==> src/rtl/fp_exec_unit_iter.sv <==
// FP pipeline execute stage: forwarded operand select, single-cycle integer ALU and,
// when FP_SQRT_EN is defined, an iterative FSQRT.S engine that stalls upstream via halt.

module fp_exec_unit_iter #(
   parameter int XLEN                = 32,
   parameter int SQRT_BITS_PER_CYCLE = 1
) (
   input  logic            clk,
   input  logic            reset,
   input  logic            valid_in,
   input  logic [3:0]      op,
   input  logic [1:0]      a_sel,
   input  logic            b_imm,
   input  logic [XLEN-1:0] rs1_data,
   input  logic [XLEN-1:0] rs2_data,
   input  logic [XLEN-1:0] imm,
   input  logic [XLEN-1:0] pc,
   input  logic [1:0]      fwd_rs1,
   input  logic [1:0]      fwd_rs2,
   input  logic [XLEN-1:0] fwd_mem,
   input  logic [XLEN-1:0] fwd_wb,
   output logic [XLEN-1:0] result,
   output logic            result_valid,
   output logic            halt,
   output logic [4:0]      fflags
);
   localparam int SHW = $clog2(XLEN);

   localparam logic [3:0] OP_ADD   = 4'd0;
   localparam logic [3:0] OP_SUB   = 4'd1;
   localparam logic [3:0] OP_AND   = 4'd2;
   localparam logic [3:0] OP_OR    = 4'd3;
   localparam logic [3:0] OP_XOR   = 4'd4;
   localparam logic [3:0] OP_SLT   = 4'd5;
   localparam logic [3:0] OP_SLTU  = 4'd6;
   localparam logic [3:0] OP_SLL   = 4'd7;
   localparam logic [3:0] OP_SRL   = 4'd8;
   localparam logic [3:0] OP_SRA   = 4'd9;
   localparam logic [3:0] OP_PASSB = 4'd10;
   localparam logic [3:0] OP_FSQRT = 4'd11;

   localparam logic [31:0] QNAN = 32'h7FC0_0000;

   logic [XLEN-1:0] rs1_f, rs2_f, op_a, op_b, alu_res;

   always_comb begin
      rs1_f = fwd_rs1[1] ? fwd_mem : (fwd_rs1[0] ? fwd_wb : rs1_data);
      rs2_f = fwd_rs2[1] ? fwd_mem : (fwd_rs2[0] ? fwd_wb : rs2_data);
      case (a_sel)
         2'd0:    op_a = rs1_f;
         2'd1:    op_a = pc;
         default: op_a = '0;
      endcase
      op_b = b_imm ? imm : rs2_f;
   end

   always_comb begin
      alu_res = '0;
      case (op)
         OP_ADD:   alu_res = op_a + op_b;
         OP_SUB:   alu_res = op_a - op_b;
         OP_AND:   alu_res = op_a & op_b;
         OP_OR:    alu_res = op_a | op_b;
         OP_XOR:   alu_res = op_a ^ op_b;
         OP_SLT:   alu_res = XLEN'($signed(op_a) < $signed(op_b));
         OP_SLTU:  alu_res = XLEN'(op_a < op_b);
         OP_SLL:   alu_res = op_a << op_b[SHW-1:0];
         OP_SRL:   alu_res = op_a >> op_b[SHW-1:0];
         OP_SRA:   alu_res = $signed(op_a) >>> op_b[SHW-1:0];
         OP_PASSB: alu_res = op_b;
         default:  alu_res = '0;
      endcase
   end

`ifdef FP_SQRT_EN
   localparam int K  = SQRT_BITS_PER_CYCLE;
   localparam int N  = (25 + K - 1) / K;
   localparam int RW = N * K;
   localparam int CW = $clog2(N);
   // Root bits beyond significand+guard only feed sticky
   localparam logic [RW-1:0] LOW_MASK = (RW'(1) << (RW - 25)) - RW'(1);

   typedef enum logic [1:0] {S_IDLE, S_ITER, S_ROUND, S_DONE} state_t;

   state_t          state_q, state_d;
   logic [CW-1:0]   cnt_q;
   logic [2*RW-1:0] rad_q, rad_n;
   logic [RW+2:0]   rem_q, rem_n, trial;
   logic [RW-1:0]   root_q, root_n;
   logic [7:0]      exp_q;
   logic            spec_q, spec_nv_q;
   logic [31:0]     spec_val_q;
   logic [31:0]     res_q;
   logic [4:0]      flg_q;
   logic            accept;

   logic [7:0]      fe;
   logic [22:0]     fm;
   logic            a_spec, a_nv;
   logic [31:0]     a_val;
   logic [2*RW-1:0] a_rad;
   logic [7:0]      a_exp;

   assign accept = valid_in && (op == OP_FSQRT) && (state_q == S_IDLE);

   // Special operands are resolved here and simply carried through the latency
   always_comb begin
      fe     = op_a[30:23];
      fm     = op_a[22:0];
      a_spec = 1'b1;
      a_nv   = 1'b0;
      a_val  = QNAN;
      if (fe == 8'hFF && fm != '0) a_nv = ~fm[22];
      else if (fe == 8'h00)         a_val = {op_a[31], 31'b0};
      else if (op_a[31])            a_nv = 1'b1;
      else if (fe == 8'hFF)         a_val = 32'h7F80_0000;
      else                          a_spec = 1'b0;
      // Odd biased exponent means even unbiased exponent: radicand stays 1.m
      a_rad = fe[0] ? ((2*RW)'({1'b1, fm}) << (2*RW - 25))
                    : ((2*RW)'({1'b1, fm}) << (2*RW - 24));
      a_exp = 8'((9'(fe) + 9'd126 + 9'(fe[0])) >> 1);
   end

   always_comb begin
      rem_n  = rem_q;
      root_n = root_q;
      rad_n  = rad_q;
      trial  = '0;
      for (int i = 0; i < K; i++) begin
         rem_n = {rem_n[RW:0], rad_n[2*RW-1 -: 2]};
         rad_n = rad_n << 2;
         trial = {1'b0, root_n, 2'b01};
         if (rem_n >= trial) begin
            rem_n  = rem_n - trial;
            root_n = {root_n[RW-2:0], 1'b1};
         end else begin
            root_n = {root_n[RW-2:0], 1'b0};
         end
      end
   end

   logic [23:0] sig;
   logic        grd, stk, inc, carry;
   logic [24:0] sum;
   logic [31:0] rnd_val;

   always_comb begin
      sig     = root_q[RW-1 -: 24];
      grd     = root_q[RW-25];
      stk     = (rem_q != '0) || ((root_q & LOW_MASK) != '0);
      inc     = grd & (stk | sig[0]);
      sum     = {1'b0, sig} + 25'(inc);
      carry   = sum[24];
      rnd_val = {1'b0, exp_q + 8'(carry), carry ? sum[23:1] : sum[22:0]};
   end

   always_ff @(posedge clk or posedge reset) begin
      if (reset) state_q <= S_IDLE;
      else       state_q <= state_d;
   end

   always_comb begin
      state_d      = state_q;
      halt         = 1'b0;
      result       = alu_res;
      result_valid = 1'b0;
      fflags       = 5'b0;
      case (state_q)
         S_IDLE: begin
            result_valid = valid_in && (op != OP_FSQRT);
            halt         = accept;
            if (accept) state_d = S_ITER;
         end
         S_ITER: begin
            halt = 1'b1;
            if (cnt_q == '0) state_d = S_ROUND;
         end
         S_ROUND: begin
            halt    = 1'b1;
            state_d = S_DONE;
         end
         S_DONE: begin
            result       = XLEN'(res_q);
            result_valid = 1'b1;
            fflags       = flg_q;
            state_d      = S_IDLE;
         end
         default: state_d = S_IDLE;
      endcase
      // Held upstream inputs must not re-raise halt while reset is asserted
      if (reset) begin
         halt         = 1'b0;
         result_valid = 1'b0;
      end
   end

   always_ff @(posedge clk or posedge reset) begin
      if (reset) begin
         cnt_q      <= '0;
         rad_q      <= '0;
         rem_q      <= '0;
         root_q     <= '0;
         exp_q      <= '0;
         spec_q     <= 1'b0;
         spec_nv_q  <= 1'b0;
         spec_val_q <= '0;
         res_q      <= '0;
         flg_q      <= '0;
      end else if (accept) begin
         cnt_q      <= CW'(N - 1);
         rad_q      <= a_rad;
         rem_q      <= '0;
         root_q     <= '0;
         exp_q      <= a_exp;
         spec_q     <= a_spec;
         spec_nv_q  <= a_nv;
         spec_val_q <= a_val;
      end else if (state_q == S_ITER) begin
         rad_q  <= rad_n;
         rem_q  <= rem_n;
         root_q <= root_n;
         if (cnt_q != '0) cnt_q <= cnt_q - CW'(1);
      end else if (state_q == S_ROUND) begin
         res_q <= spec_q ? spec_val_q : rnd_val;
         flg_q <= spec_q ? {spec_nv_q, 4'b0} : {4'b0, grd | stk};
      end
   end
`else
   logic unused_clk_rst;
   assign unused_clk_rst = clk ^ reset;

   always_comb begin
      halt         = 1'b0;
      result_valid = valid_in;
      result       = alu_res;
      fflags       = 5'b0;
      if (valid_in && op == OP_FSQRT) begin
         result = XLEN'(QNAN);
         fflags = 5'b10000;
      end
   end
`endif

endmodule
==> config.mk <==
export PLATFORM = sky130hd
export DESIGN_NAME = fp_exec_unit_iter
export DESIGN_NICKNAME = d
export VERILOG_FILES = /design/src/rtl/fp_exec_unit_iter.sv
export SDC_FILE = /design/constraint.sdc
export NUM_CORES = 1
export LEC_CHECK = 0
export BUFFER_PORTS_ARGS = -buffer_cell sky130_fd_sc_hd__buf_2
export CAP_MARGIN = 15
export CORE_ASPECT_RATIO = 1.5
export CORE_MARGIN = 2
export CORE_UTILIZATION = 35
export DETAILED_ROUTE_END_ITERATION = 16
export PLACE_DENSITY = 0.54
export SYNTH_ARGS = -nofsm -noshare
export SYNTH_HDL_FRONTEND = slang
export SYNTH_SLANG_ARGS = --single-unit
==> constraint.sdc <==
create_clock -name vclk -period 8.12
set_input_delay 0 -clock vclk [all_inputs]
set_output_delay 0 -clock vclk [all_outputs]
set_load 0.005 [all_outputs]
* Yosys cells after proc, flatten, opt, wreduce, memory -nomap -nowiden
Index checks and enable logic that the tools add are counted.
** Operators by class
- Add/sub/neg operators :: 2
- Magnitude comparators :: 2
- Equality and inequality tests :: 12
- Shift operators :: 3
- Multiplexer cells :: 9
- Bitwise logic cells :: 3
- Reductions and logical operators :: 3
** Operators with widths (number)
- case mux 32 bit (11 select lines) :: 1
- 2-to-1 mux 32 bit :: 6
- < comparator 32 bit :: 2
- case mux 32 bit (2 select lines) :: 1
- adder 32 bit :: 1
- bitwise AND 32 bit :: 1
- bitwise OR 32 bit :: 1
- left shift 32 x 5 -> 32 bit :: 1
- right shift 32 x 5 -> 32 bit :: 1
- >>> shifter 32 x 5 -> 32 bit :: 1
- subtractor 32 bit :: 1
- bitwise XOR 32 bit :: 1
- equality test 4 x 3 -> 1 bit (second input constant) :: 4
- equality test 4 bit (second input constant) :: 4
- equality test 4 x 2 -> 1 bit (second input constant) :: 2
- 2-to-1 mux 5 bit :: 1
- equality test 4 x 1 -> 1 bit (second input constant) :: 1
- zero test 4 bit :: 1
- equality test 2 x 1 -> 1 bit (second input constant) :: 1
- zero test 2 bit :: 1
- logical AND 1 bit :: 1
** Word-level totals
- Bits in registers :: 0
- Input bits :: 206
- Output and inout port bits :: 39
- Word-level logic and storage cells :: 34

* Logic depth before layout (Yosys ltp)
Gate-level depths: netlist of the first run.
- Depth in word-level cells :: 6
- Mapped depth :: 20
- Mapped depth without buffers :: 16

* Least setup slack after synthesis of the first run
No wires, ideal clock.
- Kind :: input port to output port
- From :: in fwd_rs2[0]
- To :: out result[31]
- Arrival time :: 3.729 ns
- Required time :: 8.120 ns
- Slack :: 4.391 ns
- Stages :: 20
- Path buffers :: 4
- Cells stage by stage :: buf_6 -> buf_4 -> buf_1 -> mux2i_1 -> nor2_1 -> a21oi_1 -> nor2_1 -> a21oi_1 -> inv_1 -> ha_1 -> clkbuf_1 -> nor3_1 -> nand2_1 -> o41ai_1 -> a21o_1 -> o2111ai_1 -> a311oi_1 -> o31ai_1 -> a211oi_1 -> nand3b_1
** On the way
- Cells in the longest elaborated chain, start to end :: 6
- Elaborated cells on any way between the ends :: 13
- Those cells by class :: add/sub (2); shift (3); mux (5); bitwise (3)
** Ends and longest elaborated chain
- start: declaration :: RTL line 19 : input logic [1:0] fwd_rs2,
- 2-to-1 mux 32 bit * (2 in series) :: RTL line 48 : rs2_f = fwd_rs2[1] ? fwd_mem : (fwd_rs2[0] ? fwd_wb : rs2_data);
- 2-to-1 mux 32 bit * :: RTL line 54 : op_b = b_imm ? imm : rs2_f;
- subtractor 32 bit, or another cell as far along :: RTL line 61 : OP_SUB: alu_res = op_a - op_b;
- case mux 32 bit (11 select lines) * :: RTL line 59 : case (op)
- 2-to-1 mux 32 bit * :: RTL line 237 : if (valid_in && op == OP_FSQRT) begin
- end: declaration :: RTL line 22 : output logic [XLEN-1:0] result,
Mark *: on every way between the ends. The rest lies on a longest branch, timed or not.

* Worst setup path after layout of the first run
- From :: in fwd_rs2[0]
- To :: out result[30]
The elaborated chain is that of the path after synthesis.

==> results of run 1 <==
## area by class of cell
type,instances,area share (%)
tap,410,4.11
inverter,102,3.09
timing repair buffer,280,12.1
multi-input combinational,1436,80.7
## synthesized netlist by cell type, types with 26 or more instances
library cell	n	area share (%)
mux2i_1	207	19
a21oi_1	166	7.5
nand2_1	161	5.4
nor2_1	156	5.3
o21ai_0	118	5.3
ha_1	100	11
inv_1	96	3.2
clkbuf_1	80	2.7
nor3_1	42	1.9
o211ai_1	37	2.5
nand3_1	31	1.4
a211oi_1	26	1.8
a22o_1	26	2.0
## per-layer routing
| metal | up-vias | track usage, % | share of wire (%) |
|---|---|---|---|
| li1 | 6483 | - | - |
| met1 | 6789 | 42.0 | 38 |
| met2 | 772 | 59.5 | 48 |
| met3 | 190 | 2.96 | 6.3 |
| met4 | 0 | 21.7 | 7.9 |
| met5 | - | 0 | 0 |
## logic make-up (layout without fill, tap and decap cells)
group,count (synthesis),count (layout),share of synthesized area [%]
other,1,5,0.0336
buffers and inverters,249,382,10.0
and+or+nand+nor,477,477,19.1
xor gates and xnor gates,20,20,1.57
muxes,236,236,22.6
adders and majority gates,102,102,11.6
AOI/OAI and AO/OA,596,596,35.0
## cells in the final DEF (no fill, tap or decap), types with 6 or more instances in the layout
| cell type | count |
|---|---|
| a211o_1 | 6 |
| a211oi_1 | 26 |
| a21o_1 | 21 |
| a21oi_1 | 166 |
| a221oi_1 | 23 |
| a22o_1 | 26 |
| a22oi_1 | 13 |
| a311oi_1 | 8 |
| a31oi_1 | 22 |
| and3_1 | 7 |
| buf_2 | 238 |
| buf_4 | 42 |
| ha_1 | 100 |
| inv_1 | 96 |
| mux2_2 | 14 |
| mux2i_1 | 207 |
| mux4_2 | 7 |
| nand2_1 | 160 |
| nand2b_1 | 18 |
| nand3_1 | 31 |
| nand4_1 | 11 |
| nor2_1 | 154 |
| nor2b_1 | 11 |
| nor3_1 | 39 |
| o211ai_1 | 37 |
| o21ai_0 | 118 |
| o21ai_1 | 15 |
| o21bai_1 | 8 |
| o221ai_1 | 9 |
| o22ai_1 | 20 |
| o31ai_1 | 16 |
| or3_1 | 7 |
| xnor2_1 | 13 |
| xor2_1 | 7 |
## report_power, final
part	switching, W	internal [W]	total (W)
Sequential	0	0	0
Combinational	0.000716	0.000381	0.00110
Clock	0	0	0
Total	0.000716	0.000381	0.00110
## worst max-delay path: cells and delay by family
| family | cells | cell delay, ps |
|---|---|---|
| AOI/OAI and AO/OA | 9 | 2170 |
| buffers and inverters | 3 | 960 |
| and+or+nand+nor | 2 | 920 |
| adders and majority gates | 2 | 800 |
| muxes | 1 | 310 |
## final timing paths
path                  startpoint  cells past startpoint  slack (ps)      endpoint
worst max-delay path  fwd_rs2[0]                     17        2920    result[30]
worst min-delay path    valid_in                      2         190  result_valid
## stage by stage
step / total power, W / std cells / instance area, um^2 / hold WS, ps / worst slack (ps)
after global routing: 0.00117 / 2228 / 12500 / 212 / 2610
after CTS: 0.00107 / 2228 / 12500 / 192 / 3090
after global placement: 0.00106 / 2228 / 12500 / 185 / 3160
after floorplan: 0.000706 / 1685 / 11200 / 80.8 / 4390
after detailed placement: 0.00106 / 2228 / 12500 / 191 / 3090
final: 0.00110 / 2228 / 12500 / 188 / 2920
==> results.yml, run 1 <==
grt:
  grt_max_degree: 61
  grt_usage_pct: 34.9
  overflow: 0
  grt_pass1_wl_um: 88300
  grt_pass1_vias: 13887
  antenna_found_initial: 1
layout:
  drive_gt1_share_pct: 18.8
  clock_buffers: 0
  fill_cells: 3520
  post-route-util_pct: 39.5
  seq_cells: 0
  multi_input_area_um2: 10100
  register_area_um2: 0
  antenna_cells: 0
  fin_nets: 2128
  syn_to_final_growth_pct: 12.0
worst_setup_path:
  cpMostUsedCell: "buf_2"
  required_ps: 8120
  critPathMaxStageDelay_ps: 720
  crit_path_end_kind: "primary output"
  crit_path_cell_trace: "buf_2 -> mux2_4 -> o211ai_2 -> nand2_2 -> ha_1 -> inv_1 -> fa_1 -> o21bai_1 -> a21oi_1 -> o31a_1 -> o22ai_1 -> a22oi_1 -> a32oi_1 -> a221oi_1 -> and4_1 -> o31ai_1 -> buf_2"
  crit_type: "primary input to primary output"
  cp_slowest_cell: "buf_2"
  critPathArrivalTime_ps: 5200
  start_kind: "primary input"
  path_max_fanout: 32
flow_run:
  maxCapViolCount: 0
clock_tree:
  ctsResizeCount: 0
  hold_buffers: 0
  cts_setup_buffers: 0
placement:
  io_buffers: 238
  hpwl_um: 47500
  gp_congestion: 1.08
logic_synthesis:
  ys_seq_area_share_pct: 0
  syn-cell-area_um2: 11100
  post_synth_num_cell_types: 94
  yosysWarnings: 0
  syn_inst: 1681
  syn_avg_cell_area_um2: 6.63
detailed_routing:
  num_vias: 14234
  via_per_inst: 6.39
  drt-wirelength-per-cell_um: 27.0
  postRouteAntennaNets: 0
  drt_first_iter_violations: 1292
  first_pass_iters: 5
  wl_um: 60100
  route.detailed.drc: 0
timing:
  max_freq_mhz: 192
  setup_viol: 0
  tightest_slew_ps: 1040
  tns_ps: 0
  slew_headroom_pct: 30.2
  rsz0062_at_grt: "false"
  fin_crit_sh_pct: 64.0
  hold_violations: 0
  period_minus_slack_ps: 5200
  maxSlewViolCount: 0
power_and_ir_drop:
  p_leak_nw: 5.79
  cellPowerDensity_nw_per_um2: 87.9
  ir_drop_uv: 38.1
floorplan:
  core-area_um2: 31600
  fp.dieW_um: 150
  die_h_um: 223
  rows: 80
  die_area_um2: 33300
  io_pins: 245
  floorplan.initialDensity_pct: 35.2
status:
  status: "finished clean"
hold_path:
  hold_path.class: "primary input to primary output"
No activity file was read; power rests on OpenSTA's default activity.
==> run 2: changes to the inputs <==
--- a/config.mk
+++ b/config.mk
@@ -11,7 +11,7 @@
 export CORE_MARGIN = 2
 export CORE_UTILIZATION = 35
 export DETAILED_ROUTE_END_ITERATION = 16
-export PLACE_DENSITY = 0.54
+export PLACE_DENSITY = 0.56
 export SYNTH_ARGS = -nofsm -noshare
 export SYNTH_HDL_FRONTEND = slang
 export SYNTH_SLANG_ARGS = --single-unit
==> constraint.sdc (replaced) <==
create_clock -name vclk -period 4.4
set_input_delay 0 -clock vclk [all_inputs]
set_output_delay 0 -clock vclk [all_outputs]
set_load 0.005 [all_outputs]
==> run 2 against run 1 <==
- hold slack worse by 4.5 ps
- global-route usage rose by 0.21 points
- non-clock buffer count grew 56
- core utilization up 1.5 points
- flip-flop and latch count unchanged
- critical endpoint is now result[12]
- clock-buffer cell count stayed put
- combinational power grew 92%
- die area unchanged
- critical path depth increased by 2
==> results.yml, run 2 (synthesis gave the netlist of run 1 again) <==
status:
  status: "finished clean"
layout:
  clock_buffers: 0
  layout_common_cells: "buf_2 (237), mux2i_1 (207), a21oi_1 (166)"
  syn_to_final_growth_pct: 16.3
  multi_input_area_um2: 10100
  seq_cells: 0
  post-route-util_pct: 41.0
  fin_nets: 2184
  layout_commonest_cell: "buf_2"
  fin_cells: 2285
  fill_cells: 3498
  register_area_um2: 0
  drive_gt1_share_pct: 21.3
clock_tree:
  hold_buffers: 0
floorplan:
  fp.dieW_um: 150
  floorplan.initialDensity_pct: 35.2
  io_pins: 245
  rows: 80
  core-area_um2: 31600
  die_area_um2: 33300
  die_h_um: 223
grt:
  grt_pass1_vias: 13854
  grt_pass1_wl_um: 88800
  antenna_found_initial: 2
  overflow: 0
  grt_usage_pct: 35.2
  grt_max_degree: 51
power_and_ir_drop:
  p_int_w: 0.000764
  ir_drop_uv: 84.1
  cellPowerDensity_nw_per_um2: 163
  swShare_pct: 63.8
  p_total_w: 0.00211
  p_comb_share_pct: 100.0
  p_switching_w: 0.00135
  clkPwrFrac_pct: 0
  p_leak_nw: 6.08
  power_frac_seq_pct: 0
timing:
  period_minus_slack_ps: 4220
  setup_viol: 0
  maxSlewViolCount: 0
  hold_violations: 0
  slew_headroom_pct: 18.5
  tns_ps: 0
  rsz0062_at_grt: "false"
  max_freq_mhz: 237
  fin_hold_ws_ps: 184
  fin_crit_sh_pct: 95.9
  tightest_slew_ps: 1210
detailed_routing:
  via_per_inst: 6.37
  drt_first_iter_violations: 1404
  drt-wirelength-per-cell_um: 26.7
  num_vias: 14560
  first_pass_iters: 6
  wl_um: 61100
  route.detailed.drc: 0
  postRouteAntennaNets: 0
placement:
  gp_congestion: 1.01
  dp.cells: 2284
  io_buffers: 238
  hpwl_um: 49200
worst_setup_path:
  crit_path_cell_trace: "buf_2 -> mux2i_1 -> o21ai_0 -> a22o_1 -> inv_1 -> ha_1 -> inv_1 -> fa_1 -> a21o_1 -> a21oi_1 -> o41ai_1 -> buf_4 -> a211oi_2 -> o31ai_1 -> a221o_1 -> xnor2_1 -> a21oi_1 -> o21ai_1 -> buf_2"
  cp_slowest_cell: "fa_1"
  critPathMaxStageDelay_ps: 460
  crit_type: "primary input to primary output"
  start_kind: "primary input"
  required_ps: 4400
  critPathArrivalTime_ps: 4220
  path_max_fanout: 9
  crit_path_end_kind: "primary output"
flow_run:
  maxCapViolCount: 0
hold_path:
  min_delay_path_depth: 2
  hold_path.class: "primary input to primary output"
## run 2: final timing paths
check	start	slack [ps]	end
max	fwd_rs1[0]	180	result[12]
min	valid_in	180	result_valid
## run 2: stage by stage
stage | instance area, um^2 | worst slack [ps]
final | 13000 | 178
after CTS | 13000 | 214
after global routing | 13000 | 2.55
after floorplan | 11200 | 671
after detailed placement | 13000 | 222
after global placement | 13000 | 272
## run 2: repair_timing
| action | 4_1_cts | 5_1_grt |
|---|---|---|
| setup buffers | 0 | 0 |
| setup endpoints to repair | 0 | 3 |
| resized for setup | 0 | 2 |
## run 2: layout make-up
| type | count | area share [%] |
|---|---|---|
| diodes | 1 | 0.0193 |
| inverters | 102 | 2.97 |
| repair buffers | 336 | 15.2 |
| multi-input cells | 1436 | 77.9 |
| well taps | 410 | 3.96 |
## run 2: metal layers
layer / global-route usage [%] / vias up / share of wire, %
li1: - / 6593 / -
met1: 42.1 / 6968 / 38
met2: 58.3 / 793 / 47
met3: 3.70 / 204 / 6.9
met4: 24.0 / 2 / 8.6
met5: 0 / - / 0.021
## run 2: power by group through the flow
stage          Sequential (W)        Clock [W]  Combinational, W
4_1_cts                     0                0           0.00205
3_3_place_gp                0                0           0.00204
6_report                    0  0.0000000000411           0.00211
3_5_place_dp                0                0           0.00204
5_1_grt                     0                0           0.00224
2_1_floorplan               0                0           0.00130
## run 2: critical path, delay by kind of cell
family          cells  cell delay, ps
mux                 1             210
buf+inv             5             800
compound gates     10            2450
xor+xnor            1             130
fa+ha+maj           2             630
==> run 3: changes to the inputs <==
--- a/config.mk
+++ b/config.mk
@@ -5,13 +5,16 @@
 export SDC_FILE = /design/constraint.sdc
 export NUM_CORES = 1
 export LEC_CHECK = 0
+export ABC_AREA = 1
 export BUFFER_PORTS_ARGS = -buffer_cell sky130_fd_sc_hd__buf_2
 export CAP_MARGIN = 15
+export CELL_PAD_IN_SITES_DETAIL_PLACEMENT = 1
+export CELL_PAD_IN_SITES_GLOBAL_PLACEMENT = 1
 export CORE_ASPECT_RATIO = 1.5
 export CORE_MARGIN = 2
-export CORE_UTILIZATION = 35
+export CORE_UTILIZATION = 34
 export DETAILED_ROUTE_END_ITERATION = 16
-export PLACE_DENSITY = 0.56
+export PLACE_DENSITY = 0.79
 export SYNTH_ARGS = -nofsm -noshare
 export SYNTH_HDL_FRONTEND = slang
 export SYNTH_SLANG_ARGS = --single-unit
==> run 3 against run 2 <==
- critical endpoint is now result[25]
- critical path type unchanged
- flip-flop and latch count unchanged
- setup slack improved by 51 ps
- non-clock buffer count decreased by 6
- via count increased by 27%
==> results.yml, run 3 <==
layout:
  post-route-util_pct: 39.6
  multi_input_area_um2: 10200
  clock_buffers: 0
  fin_cells: 3106
  register_area_um2: 0
  fin_nets: 2941
  layout_common_cells: "nand2_1 (659), nand3_1 (399), nor2_1 (314)"
  syn_to_final_growth_pct: 15.7
  fill_cells: 5187
  drive_gt1_share_pct: 14.5
  seq_cells: 0
  layout_commonest_cell: "nand2_1"
worst_setup_path:
  critPathArrivalTime_ps: 4170
  crit_path_end_kind: "primary output"
  cp_slowest_cell: "a22oi_1"
  crit_path_cell_trace: "buf_2 -> inv_4 -> nor2_1 -> nor2_1 -> a22oi_1 -> inv_1 -> ha_1 -> nand2_1 -> inv_1 -> a21oi_1 -> o21ai_0 -> a21oi_1 -> a21oi_1 -> nor2_1 -> nor2_1 -> nand4_1 -> buf_2"
  start_kind: "primary input"
  path_max_fanout: 55
  critPathMaxStageDelay_ps: 760
  crit_type: "primary input to primary output"
  cpMostUsedCell: "nor2_1"
  required_ps: 4400
logic_synthesis:
  syn_inst: 2427
  yosysWarnings: 0
  ys_seq_area_share_pct: 0
  synthTopCellsByCount: "nand2_1 (659), nand3_1 (399), nor2_1 (314)"
  syn-cell-area_um2: 11900
  synth_most_common_cell: "nand2_1"
  syn_avg_cell_area_um2: 4.91
  synth.area.top_cells: "nand2_1 (21%), nand3_1 (17%), ha_1 (11%), nor2_1 (9.9%), inv_1 (8.6%)"
  post_synth_num_cell_types: 49
  yosys.area.top_type: "nand2_1"
  synth_top_area_share_pct: 20.8
grt:
  grt_usage_pct: 41.0
  grt_pass1_vias: 18701
  antenna_found_initial: 2
  grt_max_degree: 75
  overflow: 0
  grt_pass1_wl_um: 113000
detailed_routing:
  wl_um: 76800
  drt_first_iter_violations: 1466
  first_pass_iters: 5
  route.detailed.drc: 0
  postRouteAntennaNets: 0
  via_per_inst: 5.96
  num_vias: 18506
  drt-wirelength-per-cell_um: 24.7
floorplan:
  die_area_um2: 36600
  core-area_um2: 34800
  die_h_um: 233
  fp.dieW_um: 157
  rows: 84
  io_pins: 245
  floorplan.initialDensity_pct: 34.2
timing:
  tightest_slew_ps: 1050
  tns_ps: 0
  fin_hold_ws_ps: 186
  setup_viol: 0
  maxSlewViolCount: 0
  max_freq_mhz: 240
  rsz0062_at_grt: "false"
  hold_violations: 0
  period_minus_slack_ps: 4170
  fin_crit_sh_pct: 94.8
  slew_headroom_pct: 28.4
hold_path:
  min_to: "result_valid"
  min_delay_path_depth: 2
  hold_path.class: "primary input to primary output"
  worst_hold_startpoint: "valid_in"
placement:
  gp_congestion: 1.06
  dp.cells: 3104
  hpwl_um: 64100
  io_buffers: 238
power_and_ir_drop:
  p_leak_nw: 7.47
  ir_drop_uv: 76.8
  cellPowerDensity_nw_per_um2: 176
status:
  status: "finished clean"
flow_run:
  maxCapViolCount: 0
run 3: changes by cell type after synthesis, sizes merged, moves of 26 or more:
cell    previous run  this run
mux2i            211         0
nor3              43        17
inv              101       288
nand3             31       401
clkbuf            81        46
nand2            161       665
nor2             157       318
a22o              26         0
run 3: cells by family after synthesis:
| kind of cell | after synthesis | synth area share [%] |
|---|---|---|
| and+or+nand+nor | 1456 | 51.8 |
| AOI/OAI and AO/OA | 447 | 22.5 |
| buffers and inverters | 419 | 14.7 |
| adders and majority gates | 102 | 10.8 |
| xor gates and xnor gates | 2 | 0.147 |
| other | 1 | 0.0315 |
run 3: worst max-delay path: cells and delay by family:
family                   cells  cell delay, ps
buffers and inverters        5             950
AO/OA/AOI/OAI                5            1880
adder cells (fa/ha/maj)      1             500
AND/OR/NAND/NOR              6             820
run 3: layout make-up:
class,instances,area share [%]
Timing Repair Buffer,330,13.7
Multi-Input combinational cell,2012,74.0
Inverter,289,7.91
Antenna cell,2,0.0363
Tap cell,473,4.30
run 3: power breakdown:
| part | total [W] | leakage, nW | switching (W) | internal (W) |
|---|---|---|---|---|
| registers | 0 | 0 | 0 | 0 |
| clock network | 0.0000000000611 | 0.0000127 | 0 | 0.0000000000611 |
| logic | 0.00242 | 7.47 | 0.00170 | 0.000720 |
| total | 0.00242 | 7.47 | 0.00170 | 0.000720 |
run 3: how the worst max path moves through the flow:
stage	end	slack [ps]	start	cells after the start
3_3_place_gp	result[22]	520	fwd_rs2[1]	16
4_1_cts	result[22]	420	fwd_rs2[1]	16
5_1_grt	result[27]	10	fwd_rs2[1]	17
6_report	result[25]	230	fwd_rs2[1]	17
2_1_floorplan	result[20]	1730	fwd_rs2[1]	18
3_5_place_dp	result[22]	440	fwd_rs2[1]	16
run 3: through the flow:
| stage | cell area [um^2] | power, W | setup WS, ps |
|---|---|---|---|
| 3_3_place_gp | 13800 | 0.00228 | 523 |
| 5_1_grt | 13800 | 0.00261 | 12.4 |
| 3_5_place_dp | 13800 | 0.00233 | 439 |
| 6_report | 13800 | 0.00242 | 229 |
| 4_1_cts | 13800 | 0.00234 | 420 |
| 2_1_floorplan | 11900 | 0.00142 | 1730 |
run 3: what timing repair did:
action	in CTS	in global routing
endpoints found under the hold margin	0	0
setup endpoints to repair	0	2
setup buffers	0	0
gates resized for setup	0	1
hold buffers	0	0
run 3: per-layer routing:
| metal | GRT usage [%] | up-vias | wire [um] |
|---|---|---|---|
| li1 | - | 8422 | - |
| met1 | 44.9 | 8853 | 27700 |
| met2 | 69.9 | 935 | 36200 |
| met3 | 6.12 | 296 | 5560 |
| met4 | 32.7 | 0 | 7380 |
| met5 | 0 | - | 0 |
